$ cat src/rtl/pc_fetch_unit.sv
// PC register, instruction fetch/latch and data-memory sequencing for the single-cycle core.
// Optional retired-instruction counter enabled by defining PC_FETCH_RETIRE_CNT_EN.
module pc_fetch_unit #(
    parameter logic [31:0] PC_INIT = 32'h0000_0000
) (
    input  logic        CLK,
    input  logic        RST,
    input  logic [1:0]  PCSrc,
    input  logic        Halt,
    input  logic        dmemREN,
    input  logic        dmemWEN,
    input  logic [15:0] imm,
    input  logic [25:0] addr,
    input  logic [31:0] rs_data,
    input  logic        ihit,
    input  logic [31:0] imemload,
    input  logic        dhit,
    output logic        imemREN,
    output logic [31:0] imemaddr,
    output logic [31:0] Instr,
    output logic        instr_valid,
    output logic        dmem_req,
    output logic [31:0] pc_plus4,
    output logic        halt,
`ifdef PC_FETCH_RETIRE_CNT_EN
    output logic [31:0] retire_cnt,
`endif
    output logic [1:0]  state_dbg
);

    // Handshakes: imemREN is held until ihit; dmem_req is held until dhit.
    // A request is considered accepted on the rising edge where its hit is high.
    typedef enum logic [1:0] {
        FETCH  = 2'd0,
        EXEC   = 2'd1,
        MEM    = 2'd2,
        HALTED = 2'd3
    } state_t;

    state_t      state;
    logic [31:0] pc;
    logic [31:0] instr_q;
    logic [31:0] next_pc;
    logic [31:0] branch_off;
    logic        mem_op;
    logic        pc_update;

    always_comb begin
        mem_op     = dmemREN | dmemWEN;
        pc_plus4   = pc + 32'd4;
        branch_off = {{14{imm[15]}}, imm, 2'b00};
        next_pc    = pc_plus4;
        case (PCSrc)
            2'd0:    next_pc = pc_plus4;
            2'd1:    next_pc = pc_plus4 + branch_off;
            2'd2:    next_pc = {pc_plus4[31:28], addr, 2'b00};
            2'd3:    next_pc = rs_data;
            default: next_pc = pc_plus4;
        endcase
    end

    // The PC moves only when the current instruction completes; Halt takes priority.
    always_comb begin
        pc_update = 1'b0;
        if (state == EXEC)
            pc_update = !Halt && (!mem_op || dhit);
        else if (state == MEM)
            pc_update = dhit;
    end

    always_ff @(posedge CLK or posedge RST) begin
        if (RST) begin
            state   <= FETCH;
            pc      <= PC_INIT;
            instr_q <= 32'd0;
        end else begin
            if (pc_update)
                pc <= next_pc;
            case (state)
                FETCH: begin
                    if (ihit) begin
                        instr_q <= imemload;
                        state   <= EXEC;
                    end
                end
                EXEC: begin
                    if (Halt)
                        state <= HALTED;
                    else if (mem_op && !dhit)
                        state <= MEM;
                    else
                        state <= FETCH;
                end
                MEM: begin
                    if (dhit)
                        state <= FETCH;
                end
                HALTED:  state <= HALTED;
                default: state <= FETCH;
            endcase
        end
    end

    // Outputs decode the registered state, so reset clears them asynchronously.
    always_comb begin
        imemREN     = (state == FETCH) && !RST;
        instr_valid = (state == EXEC) || (state == MEM);
        dmem_req    = mem_op && (((state == EXEC) && !Halt) || (state == MEM));
        halt        = (state == HALTED);
        imemaddr    = pc;
        Instr       = instr_q;
        state_dbg   = state;
    end

`ifdef PC_FETCH_RETIRE_CNT_EN
    always_ff @(posedge CLK or posedge RST) begin
        if (RST)
            retire_cnt <= 32'd0;
        else if (pc_update)
            retire_cnt <= retire_cnt + 32'd1;
    end
`endif

endmodule
$ cat config.mk
export PLATFORM = sky130hd
export DESIGN_NAME = pc_fetch_unit
export DESIGN_NICKNAME = d
export VERILOG_FILES = /design/src/rtl/pc_fetch_unit.sv
export SDC_FILE = /design/constraint.sdc
export NUM_CORES = 1
export LEC_CHECK = 0
export ABC_AREA = 1
export CAP_MARGIN = 30
export CORE_MARGIN = 4
export CORE_UTILIZATION = 40
export DETAILED_ROUTE_END_ITERATION = 12
export PLACE_DENSITY_LB_ADDON = 0.3
export SYNTH_ARGS = -nofsm -noshare
export SYNTH_HDL_FRONTEND = slang
export SYNTH_SLANG_ARGS = --single-unit
$ cat constraint.sdc
create_clock -name CLK -period 4.4 [get_ports CLK]
set_input_delay 0.44 -clock CLK [delete_from_list [all_inputs] [get_ports CLK]]
set_output_delay 0.44 -clock CLK [all_outputs]
set_load 0.05 [all_outputs]
==> parameters.txt, run 1 <==
Parameter                              Value

Timing
  Tcrit/Tclk final ... 76.2%
  Worst path setup slack after routing ... 1050 ps
  Aggregate negative setup slack ... 0 ps
  Setup violations, final ... 0
  Setup repair after global routing missed its margin ... no
  Post-route minimum period ... 3350 ps
  Clock skew ... 8.24 ps
  Maximum clock rate ... 298 MHz
  Transition time at the pin with the least slew margin ... 863 ps
  Count of final hold-check violations ... 0
  Max-slew headroom ... 42.4%
  Max-slew violation count ... 0

Route
  Total Routed Length ... 23,000 microns
  Routed len/inst ... 16.3 microns
  DRC errors left ... 0
  Via density per instance ... 5.15
  Vias ... 7,295
  ANT nets after route ... 0
  First-pass detailed-route iteration total ... 5
  Initial detailed-routing violation count ... 632

Placed design
  Worst slack at placement ... 1120 ps
  Half-perimeter wire length of the detailed placement result ... 18,800 microns
  Port Buffer Count ... 216
  Placer Congestion ... 0.982

Clock network
  Clock tree from TritonCTS ... yes
  Total setup buffers inserted after CTS ... 0
  Hold buffer count at CTS ... 0
  Number of buffers between clock root and the deepest sink ... 2
  Latest clock arrival within the worst-skew pair ... 340 ps
  Clock transition at the register clock pins on the worst setup and hold paths after CTS ... 60 ps
  Number of clock buffers inserted by TritonCTS ... 9
  Number of gates resized after cts ... 0
  CTS sink count ... 66
  Number of levels the H-tree was split into ... 3
  Clock root buffer master ... clkbuf_16

Global routing
  Via count of the first global-routing pass ... 7,023
  Wire length of the first global-routing pass ... 36,500 microns
  Largest net degree at the start of global routing ... 38
  All-Layer GR Usage ... 25.7%
  Initial antenna violation count ... 0
  Total gr overflow ... 0

Worst setup path
  Number of cells on the critical path ... 22
  Cell at the slowest stage of the critical path ... dfrtp_1
  Critical path peak fanout ... 6
  Largest incremental delay on the critical path ... 400 ps
  Cell breakdown of the critical path ... ha_1 -> nand2_1 -> nor2_4 -> nand2_2 -> nor2_4 -> nand2_4 -> nor2_8 -> nand2_1 -> o21ai_1 -> inv_1 -> ha_1 -> nand2_1 -> nor2_1 -> nand2_1 -> nor3_1 -> nand2_1 -> nand2_1 -> nand2_1 -> nand3_1 -> nand2_1 -> nand2_1 -> nand2_1
  Category of the worst setup path capture point ... flip-flop
  Number of cell instances on the worst register-to-register path ... 22
  Worst setup SP type ... flip-flop
  Worst flop-to-flop path startpoint ... imemaddr[3]
  Most used cell, CP ... nand2_1
  WP data required ... 4630 ps
  Reg-to-reg slack, setup ... 1050 ps
  Data arrival time of the worst path ... 3590 ps
  Critical Setup Path Class ... flip-flop to flip-flop
  Largest delay contributor family on the critical path ... simple AND/OR/NAND/NOR gates
  R2r endpoint ... imemaddr[29]
  CP Buf/Inv Count ... 1

Logic synthesis
  Async set or reset register ratio after synthesis ... 100%
  Synthesized net count ... 1,145
  Gate count of the mapped netlist ... 990
  Portion of the post-synthesis area used by sequential elements ... 26.2%
  Top FF cell, synth ... dfrtp_1
  Post-Synthesis Mean Instance Area ... 6.37 sq um
  Count of yosys warnings during synthesis ... 0
  Count of state elements after synthesis ... 66
  Netlist Area Pre-Place ... 0.00630 sq mm
  Netlist cell types ... 43
  Number of synthesized flops with an enable pin ... 0

Outcome
  Outcome ... completed

Hold path
  Type of the worst min-delay path ... flip-flop to flip-flop
  Worst hold start ... Instr[24]
  Number of cells on the worst hold path ... 1
  Worst hold endpoint ... Instr[24]

Finish
  Signed area change from the synthesized netlist to the final layout ... 42.8%
  Most frequent standard cell in the layout excluding fill and tap cells ... nand2_1
  Number of antenna cells inserted ... 0
  Highest-count cells in the layout ignoring fill and taps ... 360 x nand2_1, 216 x clkdlybuf4s50_1, 138 x inv_1
  Count of nets after finishing ... 1,357
  Fraction of layout instances using a drive strength above 1 ... 6.38%

Floorplanning
  Area of the die ... 0.0178 sq mm
  Number of core rows ... 45
  Die height ... 134 microns
  Core area ... 0.0153 sq mm
  Starting density of the core ... 41.2%
  Chip Width ... 134 microns
  Boundary pin count ... 217

Power
  Switch share ... 57.1%
  P per Cell Area ... 812 mW/mm^2
  Cell internal power dissipation ... 0.00314 W
  Maximum vdd ir drop ... 0.000597 V
  Static power due to leakage ... 4.53 nW
  Sequential power share ... 16.3%
  Clock power frac ... 10.2%
  Switching pwr ... 0.00417 W
  Share of power burned in combinational logic ... 73.5%

Run
  Maximum Capacitance Violations ... 0
## state kept, by name, indices dropped and copies added (netlist names)
signal and count:
imemaddr 32, Instr 32, state_dbg 2
## worst max path at each step
stage / slack, ps / start / end
final: 1050 / imemaddr[3] / imemaddr[29]
after global routing: 720 / imemaddr[3] / imemaddr[29]
after CTS: 1080 / imemaddr[3] / imemaddr[29]
after detailed placement: 1120 / imemaddr[3] / imemaddr[29]
after global placement: 1140 / imemaddr[3] / imemaddr[29]
after floorplan: 440 / imemaddr[2] / imemaddr[30]
## final cells by class
class,instances,area [sq um]
Inverter,143,537
Clock inverter,2,35.0
Clock buffer,13,270
Tap cell,211,264
Timing Repair Buffer,224,2220
Multi-Input combinational cell,758,4030
Sequential cell,66,1650
Fill cell,1451,6310
## power by group through the flow
stage	clock [W]	combinational [W]	sequential [W]
after floorplan	0	0.00263	0.00217
after global placement	0	0.00530	0.00118
after detailed placement	0	0.00534	0.00120
after CTS	0.000757	0.00537	0.00119
after global routing	0.000786	0.00580	0.00124
final	0.000745	0.00538	0.00119
## cell usage after synthesis (5+ instances only)
cell type / n / share of area, %
clkbuf_1: 14 / 0.83
nand2_1: 360 / 21
o21ai_0: 37 / 2.9
mux2_2: 32 / 5.7
o21ai_1: 6 / 0.48
inv_1: 139 / 8.3
nor2_1: 81 / 4.8
dfrtp_1: 66 / 26
nand3_1: 62 / 4.9
ha_1: 39 / 7.7
nand4_1: 14 / 1.4
xnor2_1: 5 / 0.69
xor2_1: 13 / 1.8
nor3_1: 6 / 0.48
a221oi_1: 12 / 1.7
a21oi_1: 42 / 3.3
## per-stage QoR
step	util (%)	hold WS [ps]	cells	power [W]	cell area, sq um
6_report	58.8	501	1417	0.00731	9010
5_1_grt	58.8	520	1417	0.00782	9010
4_1_cts	58.8	505	1417	0.00731	9010
3_5_place_dp	56.8	493	1402	0.00654	8700
3_3_place_gp	56.8	486	1402	0.00649	8700
2_1_floorplan	-	585	990	0.00480	6300
## cell families after synthesis
logic type,Yosys count,synth area share (%)
AND/OR/NAND/NOR,548,36.4
adder cells (fa/ha/maj),40,8.06
flip-flops,66,26.2
multiplexers,32,5.72
AO/OA/AOI/OAI,120,11.1
buffers and inverters,166,10.1
XOR/XNOR,18,2.50
## routing by layer
metal  vias up  wire [microns]  track usage (%)
met2       360           10600             42.8
met3        65            2140             6.19
met1      3280            9420             32.6
met4         0             849             9.03
li1       3590               -                -
met5         -               0                0
(Power assumes the default switching activity.)
==> inputs of run 2 (changes only) <==
==> constraint.sdc (replaced) <==
create_clock -name CLK -period 2.8 [get_ports CLK]
set_input_delay 0.28 -clock CLK [delete_from_list [all_inputs] [get_ports CLK]]
set_output_delay 0.28 -clock CLK [all_outputs]
set_load 0.05 [all_outputs]
==> run 2 against run 1 <==
  * The flow now finishes with violations (negative setup slack)
  * Critical path depth fell by 1
  * Die area is the same
  * Combinational power grew 120%
  * Critical endpoint is now imemaddr[25]
  * Sequential cell count unchanged
  * Global-route usage increased by 3.5 points
  * Final cell count rose by 13%
  * Highest routed layer unchanged
  * Routed wire length is 26% higher
  * Clock skew is 2.0 ps higher
==> parameters.txt, run 2 (synthesis gave the netlist of run 1 again) <==
Parameter                              Value

Floorplanning
  Boundary pin count ... 217 (unchanged)
  Area of the die ... 0.0178 sq mm (unchanged)
  Core area ... 0.0153 sq mm (unchanged)
  Die height ... 134 microns (unchanged)
  Starting density of the core ... 41.2% (unchanged)
  Chip Width ... 134 microns (unchanged)
  Number of core rows ... 45 (unchanged)

Timing
  Worst path setup slack after routing ... -292 ps (-1340 ps)
  Aggregate negative setup slack ... -3280 ps (-3280 ps)
  Maximum clock rate ... 323 MHz (+8.5%)
  Tcrit/Tclk final ... 110% (+34 points)
  Clock skew ... 10.3 ps (+2.04 ps)
  Max-slew violation count ... 0 (unchanged)
  Max-slew headroom ... 61.2% (+19 points)
  Post-route minimum period ... 3090 ps (-263 ps)
  Setup violations, final ... 20 (+20)
  Count of final hold-check violations ... 0 (unchanged)
  Transition time at the pin with the least slew margin ... 582 ps (-282 ps)
  Setup repair after global routing missed its margin ... yes

Worst setup path
  Critical path peak fanout ... 4 (-2)
  Data arrival time of the worst path ... 3320 ps (-270 ps)
  Most used cell, CP ... nand2_2
  Category of the worst setup path capture point ... flip-flop
  Critical Setup Path Class ... flip-flop to flip-flop
  Reg-to-reg slack, setup ... -290 ps (-1340 ps)
  Largest incremental delay on the critical path ... 410 ps (about the same)
  Worst flop-to-flop path startpoint ... imemaddr[2]
  Cell breakdown of the critical path ... buf_6 -> clkinvlp_4 -> nor2_4 -> nand2_4 -> nor3_4 -> nand2_2 -> nor2_4 -> xor2_4 -> inv_4 -> ha_4 -> nand2_8 -> nor2_4 -> nand2_2 -> nor2_1 -> nand2_1 -> nand3_1 -> nand2_1 -> nand3_2 -> nand2_2 -> nand2_2 -> nand2_1
  Worst setup SP type ... flip-flop
  Cell at the slowest stage of the critical path ... dfrtp_2
  WP data required ... 3030 ps (-1600 ps)
  R2r endpoint ... imemaddr[25]
  Number of cell instances on the worst register-to-register path ... 21 (-4.5%)

Finish
  Number of antenna cells inserted ... 0 (unchanged)
  Non-Filler Instances ... 1,601 (+13%)
  Signed area change from the synthesized netlist to the final layout ... 88.3%
  Most frequent standard cell in the layout excluding fill and tap cells ... nand2_1
  Highest-count cells in the layout ignoring fill and taps ... 281 x nand2_1, 194 x buf_4, 190 x clkdlybuf4s50_1
  Count of nets after finishing ... 1,541 (+14%)
  Filler instances ... 1,035 (-29%)
  Fraction of layout instances using a drive strength above 1 ... 38.0% (+32 points)
  Post-layout util ... 77.5% (+19 points)
  Non-Filler Cell Area, Final ... 0.0119 sq mm (+32%)
  Storage cell area ... 0.00166 sq mm (+0.30%)
  Multi-input gate area ... 0.00542 sq mm (+35%)

Route
  Vias ... 8,658 (+19%)
  Routed len/inst ... 18.2 microns (+12%)
  Initial detailed-routing violation count ... 843 (+33%)
  First-pass detailed-route iteration total ... 6 (+1)
  Via density per instance ... 5.41 (+5.0%)
  DRC errors left ... 0 (unchanged)
  ANT nets after route ... 0 (unchanged)
  Total Routed Length ... 29,100 microns (+26%)

Power
  P per Cell Area ... 1260 mW/mm^2 (+55%)
  Total design power ... 0.0150 W (+100%)
  Static power due to leakage ... 5.75 nW (+27%)
  Maximum vdd ir drop ... 0.00110 V (+84%)

Placed design
  Placed cell areas ... 0.0101 sq mm (+16%)
  Placer Congestion ... 0.992 (+1.1%)
  Inst Count DP ... 1,538 (+9.7%)
  Half-perimeter wire length of the detailed placement result ... 20,500 microns (+9.0%)
  Port Buffer Count ... 216 (unchanged)

Outcome
  Outcome ... finished with violations
  Violated checks ... negative setup slack

Clock network
  Number of buffers between clock root and the deepest sink ... 2 (unchanged)
  Number of clock buffers inserted by TritonCTS ... 9 (unchanged)
  Number of levels the H-tree was split into ... 3 (unchanged)
  CTS sink count ... 66 (unchanged)
  Clock tree from TritonCTS ... yes
  Clock transition at the register clock pins on the worst setup and hold paths after CTS ... 50 ps (about the same)
  Latest clock arrival within the worst-skew pair ... 340 ps (about the same)
  Clock root buffer master ... clkbuf_16

Hold path
  Type of the worst min-delay path ... input port to async pin

Global routing
  Total gr overflow ... 0 (unchanged)
  Largest net degree at the start of global routing ... 42 (+11%)
  Wire length of the first global-routing pass ... 41,100 microns (+13%)
  All-Layer GR Usage ... 29.2% (+3.5 points)
  Via count of the first global-routing pass ... 8,031 (+14%)
  Initial antenna violation count ... 0 (unchanged)

Run
  Maximum Capacitance Violations ... 0 (unchanged)
-- run 2: power by group --
| group | internal, W | total, W | switching, W |
|---|---|---|---|
| combinational | 0.00475 | 0.0120 | 0.00729 |
| sequential | 0.00144 | 0.00187 | 0.000429 |
| clock | 0.000641 | 0.00105 | 0.000413 |
-- run 2: repair_timing --
item | in CTS | in global routing
pin swaps | 32 | 79
endpoints found under the setup margin | 26 | 31
setup buffers | 32 | 18
hold buffers | 0 | 0
gates resized for setup | 113 | 170
-- run 2: area by class of cell --
class,count,share of cell area [%]
Multi-Input combinational cell,758,45.7
Timing Repair Buffer,408,31.2
Sequential cell,66,14.0
Inverter,143,4.66
Tap cell,211,2.22
Clock buffer,13,2.19
Clock inverter,2,0.105
-- run 2: per-layer routing --
| layer | vias up | routed length (microns) | global-route usage [%] |
|---|---|---|---|
| met1 | 4088 | 11300 | 37.2 |
| met3 | 107 | 3020 | 7.33 |
| met2 | 503 | 13600 | 48.5 |
| met5 | - | 0 | 0 |
| met4 | 0 | 1200 | 9.71 |
| li1 | 3960 | - | - |
-- run 2: worst max-delay path by stage --
stage | depth (start not counted) | slack [ps] | start | end
final | 21 | -290 | imemaddr[2] | imemaddr[25]
after global routing | 21 | -440 | imemaddr[2] | imemaddr[25]
after CTS | 21 | -140 | imemaddr[2] | imemaddr[26]
after detailed placement | 17 | -280 | imemaddr[3] | imemaddr[13]
after global placement | 17 | -230 | imemaddr[2] | imemaddr[13]
after floorplan | 20 | -510 | imemaddr[2] | imemaddr[26]
-- run 2: stage by stage --
step / hold slack [ps] / setup WS (ps)
2_1_floorplan: 425 / -515
3_3_place_gp: 486 / -232
3_5_place_dp: 492 / -279
4_1_cts: 376 / -141
5_1_grt: 407 / -435
6_report: 356 / -292
-- run 2: critical path: cells and delay by family, from the launching register on --
kind | cells | cell delay, ps
buffers and inverters | 3 | 260
xor gates and xnor gates | 1 | 200
DFF | 1 | 410
adders and majority gates | 1 | 330
and+or+nand+nor | 16 | 1750
